===== config.mk =====
export PLATFORM = sky130hd
export DESIGN_NAME = uart_sender
export DESIGN_NICKNAME = d
export VERILOG_FILES = /design/src/rtl/uart_sender_pkg.sv /design/src/rtl/uart_baud_tick.sv /design/src/rtl/uart_sender.sv
export SDC_FILE = /design/constraint.sdc
export NUM_CORES = 1
export LEC_CHECK = 0
export CAP_MARGIN = 15
export CORE_MARGIN = 2
export CORE_UTILIZATION = 53
export CTS_BUF_LIST = sky130_fd_sc_hd__clkbuf_4 sky130_fd_sc_hd__clkbuf_8
export CTS_CLUSTER_SIZE = 28
export DETAILED_ROUTE_END_ITERATION = 7
export PLACE_DENSITY = 0.76
export SETUP_SLACK_MARGIN = 0.1
export SLEW_MARGIN = 20
export SYNTH_ARGS = -nofsm -noshare
export SYNTH_HDL_FRONTEND = slang
export SYNTH_HIERARCHICAL = 1
export SYNTH_SLANG_ARGS = --single-unit

===== constraint.sdc =====
create_clock -name clk -period 1.9 [get_ports clk]
set_input_delay 0.285 -clock clk [delete_from_list [all_inputs] [get_ports clk]]
set_output_delay 0.285 -clock clk [all_outputs]
set_load 0.005 [all_outputs]

===== src/rtl/uart_sender_pkg.sv =====
// Shared definitions for the 8N1 UART transmitter: state encoding, default rates, frame shape.
package uart_sender_pkg;

    typedef enum logic [1:0] {
        IDLE  = 2'd0,
        START = 2'd1,
        DATA  = 2'd2,
        STOP  = 2'd3
    } state_t;

    localparam int unsigned DEFAULT_CLK_HZ = 50000000;
    localparam int unsigned DEFAULT_BAUD   = 9600;
    localparam int unsigned FRAME_BITS     = 10;
    localparam int unsigned DATA_BITS      = FRAME_BITS - 2;

endpackage


===== src/rtl/uart_baud_tick.sv =====
// Bit-period counter: counts 0..DIV-1 while run is high, pulses tick on the last count.
module uart_baud_tick #(
    parameter int unsigned DIV = 4
) (
    input  logic clk,
    input  logic reset,
    input  logic run,
    output logic tick
);

    localparam int unsigned CW = $clog2(DIV);

    logic [CW-1:0] count;

    // Held at zero while idle so every frame starts on a fresh bit period.
    always_ff @(posedge clk) begin
        if (!reset) begin
            count <= '0;
        end else if (!run || tick) begin
            count <= '0;
        end else begin
            count <= count + CW'(1);
        end
    end

    assign tick = run && (count == CW'(DIV - 1));

endmodule


===== src/rtl/uart_sender.sv =====
// 8N1 UART transmitter with a single-byte holding register in front of the shifter.
module uart_sender
    import uart_sender_pkg::*;
#(
    parameter int unsigned CLK_HZ = DEFAULT_CLK_HZ,
    parameter int unsigned BAUD   = DEFAULT_BAUD
) (
    input  logic       clk,
    input  logic       reset,
    input  logic [7:0] TX_DATA,
    input  logic       TX_EN,
    output logic       TX_STATUS,
    output logic       TX_BUSY,
    output logic       UART_TX
);

    localparam int unsigned DIV = CLK_HZ / BAUD;

    if (DIV < 4) begin : g_div_check
        $error("uart_sender: CLK_HZ/BAUD must be at least 4");
    end

    state_t     state, next_state;
    logic [2:0] bit_idx, next_idx;
    logic [7:0] shifter, next_shift;
    logic [7:0] hold;
    logic       hold_valid, next_hold_valid;
    logic       load;
    logic       accept;
    logic       tick;
    logic       tx_next;

    uart_baud_tick #(
        .DIV (DIV)
    ) u_baud_tick (
        .clk   (clk),
        .reset (reset),
        .run   (state != IDLE),
        .tick  (tick)
    );

    always_ff @(posedge clk) begin
        if (!reset) begin
            state      <= IDLE;
            bit_idx    <= 3'd0;
            hold_valid <= 1'b0;
            UART_TX    <= 1'b1;
            TX_BUSY    <= 1'b0;
        end else begin
            state      <= next_state;
            bit_idx    <= next_idx;
            hold_valid <= next_hold_valid;
            UART_TX    <= tx_next;
            TX_BUSY    <= (next_state != IDLE);
        end
    end

    // Data registers carry no reset; they are only observed once qualified.
    always_ff @(posedge clk) begin
        shifter <= next_shift;
        if (accept) begin
            hold <= TX_DATA;
        end
    end

    always_comb begin
        next_state      = state;
        next_idx        = bit_idx;
        next_shift      = shifter;
        next_hold_valid = hold_valid;
        load            = 1'b0;
        accept          = 1'b0;
        tx_next         = 1'b1;

        case (state)
            IDLE: begin
                if (hold_valid) begin
                    load       = 1'b1;
                    next_state = START;
                end
            end
            START: begin
                if (tick) begin
                    next_state = DATA;
                    next_idx   = 3'd0;
                end
            end
            DATA: begin
                if (tick) begin
                    next_shift = {1'b0, shifter[7:1]};
                    if (bit_idx == 3'(DATA_BITS - 1)) begin
                        next_state = STOP;
                    end else begin
                        next_idx = bit_idx + 3'd1;
                    end
                end
            end
            STOP: begin
                if (tick) begin
                    if (hold_valid) begin
                        load       = 1'b1;
                        next_state = START;
                    end else begin
                        next_state = IDLE;
                    end
                end
            end
            default: next_state = IDLE;
        endcase

        // A transfer only happens with hold full, so a request is never accepted that cycle.
        if (load) begin
            next_shift      = hold;
            next_hold_valid = 1'b0;
        end else if (TX_EN && !hold_valid) begin
            accept          = 1'b1;
            next_hold_valid = 1'b1;
        end

        case (next_state)
            START:   tx_next = 1'b0;
            DATA:    tx_next = next_shift[0];
            default: tx_next = 1'b1;
        endcase
    end

    assign TX_STATUS = ~hold_valid;

endmodule


==> impl_metrics.tcl <==
set metrics [dict create \
    leakage_nw 0.8406 \
    place_inst 234 \
    insertedDiodeCount 0 \
    fin_nets 223 \
    syn_area_mm2 0.001682 \
    setup_viol 4 \
    synth_top_area_share_pct 26.79 \
    cts_sinks 37 \
    status "finished, violations left" \
    r2r_end "UART_TX$_SDFF_PN1_" \
    fillCellCount 196 \
    num_io_pins 14 \
    syn-instance-count 160 \
    gp_congestion 0.9073 \
    synthFlopType "dfxtp_1" \
    clock.fmax_mhz 513.8 \
    grt_pass1_vias 1353 \
    startpoint_type "register" \
    hp-class "reg2reg" \
    root_buffer "clkbuf_4" \
    antenna_found_initial 0 \
    synth_cell_types 41 \
    fin_setup_tns_ns -0.06831 \
    dp_hpwl_um 2426 \
    finalCritPeriodShare_pct 102.4 \
    layout.cells.non_filler 249 \
    synth_edf_count 15 \
    total_power_w 0.001707 \
    ff_latch_area_um2 898.4 \
    grt_max_degree 14 \
    synth.most_common_cell "dfxtp_1" \
    grt_pass1_wl_um 5947 \
    die_h_um 60.33 \
    overflow 0 \
    synth_area_leaders "edfxtp_1 (27%), dfxtp_1 (26%), ha_1 (6.0%), a21oi_1 (3.6%), o21ai_0 (3.3%)" \
    rsz0062_at_grt "true" \
    worst_slack_ns -0.04642 \
    ys_top_cells_by_count "dfxtp_1 (22), edfxtp_1 (15), nand2_1 (13), a21oi_1 (12), o21ai_0 (11)" \
    crit_type "reg2reg" \
    endpoint_kind "register" \
    area_growth_syn_to_layout_pct 35.86 \
    worst_pin_slew_ns 0.3631 \
    drc_errors 0 \
    hold_path_end "bit_idx[1]$_SDFFE_PN0P_" \
    report.final.slew_viol_count 0 \
    rrSetupSlack_ns -0.05 \
    worstPathMaxFanout 5 \
    synthArstFlopShare_pct 0 \
    antenna_left 0 \
    yosysSeqAreaShare_pct 52.98 \
    drive_above_1_share_pct 33.17 \
    rows 20 \
    clk_latency_ns 0.35 \
    hold_start "bit_idx[1]$_SDFFE_PN0P_" \
    cts-htree-levels 2 \
    whs_path_depth 2 \
    hold_buffers 0 \
    wl_per_cell_um 14.71 \
    r2r_cells 8 \
    required_ns 2.14 \
    wirelength_um 3662 \
    reg2reg_from "u_baud_tick/count[1]$_SDFF_PP0_" \
    ctsLongestPathBuffers 2 \
    violations "setup timing" \
    io_buffers 13 \
    cts_tree "done" \
    relSlewSlack_pct 75.59 \
    hold_viol 0 \
    ys_ff_latch 37 \
    groute.usage.overall_pct 22.50 \
    initial_core_util_pct 55.54 \
    period_needed_ns 1.946 \
    synth_nets 179 \
    cts.reportedPaths.clkPinSlew_ns 0.13 \
    skew_ns 0.01678 \
    chipWidth_um 60.33 \
    worstPathArrival_ns 2.18 \
    core_area_mm2 0.003028 \
    p_per_area_mw_per_mm2 747.1 \
    first_iter_violations 62 \
    cts_buffers 5 \
    firstDrtPassIters 4 \
    cap_violations 0 \
    synth-warning-count 6 \
    syn_avg_cell_area_um2 10.51 \
    peakVddDrop_uv 574.0 \
    vias 1379 \
    synth_top_cell_by_area "edfxtp_1" \
    viasPerCell 5.538 \
    design.die.area_mm2 0.003640 \
    multi_input_area_um2 858.3 \
]
per-layer routing:
metal	track usage (%)	wire length [um]	up-vias
li1	-	-	672
met1	28.45	1520	672
met2	38.04	1983	33
met3	5.757	138	2
met4	6.984	21	0
met5	0	0	-
worst max-delay path, stage by stage (launching register included):
cell and delay [ns]:
dfxtp_2 0.37, ha_4 0.13, and4b_1 0.22, and4_4 0.28, nand2_2 0.07, mux2_4 0.29
mux2_4 0.28, nor3_2 0.12, o21ai_1 0.07
worst max path at each step:
stage                                           from                 end  slack [ns]  depth (start not counted)
finish               u_baud_tick/count[1]$_SDFF_PP0_  UART_TX$_SDFF_PN1_       -0.05                          8
detailed placement  u_baud_tick/count[12]$_SDFF_PP0_  UART_TX$_SDFF_PN1_       -0.03                          7
global placement    u_baud_tick/count[12]$_SDFF_PP0_  UART_TX$_SDFF_PN1_        0.05                          7
global route         u_baud_tick/count[0]$_SDFF_PP0_  UART_TX$_SDFF_PN1_       -0.12                          8
floorplan            u_baud_tick/count[9]$_SDFF_PP0_  UART_TX$_SDFF_PN1_        0.07                          7
CTS                  u_baud_tick/count[1]$_SDFF_PP0_  UART_TX$_SDFF_PN1_       -0.04                          8
per-stage QoR:
stage | cell area, um^2 | hold WS (ns) | utilization, % | setup slack [ns]
after global placement | 2071 | 0.4528 | 68.39 | 0.05336
final | 2285 | 0.4853 | 75.45 | -0.04642
after floorplan | 1749 | 0.3650 | - | 0.07144
after global routing | 2285 | 0.4663 | 75.45 | -0.1162
after CTS | 2201 | 0.4749 | 72.69 | -0.03692
after detailed placement | 2071 | 0.4681 | 68.39 | -0.03029
cells in the final DEF (no fill, tap or decap), types with 3 or more instances in the layout:
cell type        count
buf_4               25
dfxtp_1             16
edfxtp_1            15
clkdlybuf4s50_1     13
nand2_1             12
a21oi_1             10
nand3_1              9
inv_1                8
nor2_1               8
o21ai_2              6
ha_1                 6
dfxtp_2              6
o21ai_0              5
clkbuf_4             5
nand4_1              4
o31ai_1              4
or3_1                4
nor2b_1              3
or4_1                3
final cells by class:
| class | count | area share [%] |
|---|---|---|
| flip-flops and latches | 37 | 39.32 |
| multi-input cells | 110 | 37.57 |
| repair buffers | 41 | 15.55 |
| well taps | 44 | 2.410 |
| clock inverters | 3 | 2.026 |
| clock buffers | 5 | 1.643 |
| inverters | 9 | 1.479 |
power by group:
| part | internal (W) | total, W | switching (W) | leakage, nW |
|---|---|---|---|---|
| Sequential | 0.000881 | 0.000899 | 0.0000181 | 0.323 |
| Clock | 0.000278 | 0.000557 | 0.000279 | 0.0414 |
| Combinational | 0.000134 | 0.000251 | 0.000117 | 0.476 |
| Total | 0.00129 | 0.00171 | 0.000414 | 0.841 |
cell families (layout without fill, tap and decap cells):
group                      Yosys count  count (layout)  share of synthesized area (%)
and+or+nand+nor                     58              58                          21.13
AOI/OAI and AO/OA                   38              38                          13.39
xor gates and xnor gates             3               3                          1.563
DFF                                 37              37                          52.98
buffers and inverters               13              58                          3.051
muxes                                3               3                          1.934
adders and majority gates            8               8                          5.953
sequential cells by signal, summed over array words and instances (netlist names):
| name | count |
|---|---|
| state | 2 |
| bit_idx | 3 |
| u_baud_tick/count | 13 |
| shifter | 8 |
| hold | 8 |
| TX_BUSY | 1 |
| UART_TX | 1 |
| hold_valid | 1 |
timing repair:
action / 4_1_cts / 5_1_grt
endpoints found under the setup margin: 16 / 20
buffers inserted: 1 / 5
hold endpoints to repair: 0 / 0
pin swaps: 2 / 11
resized for setup: 6 / 20
cloned: 1 / 0
(Power assumes the default switching activity.)
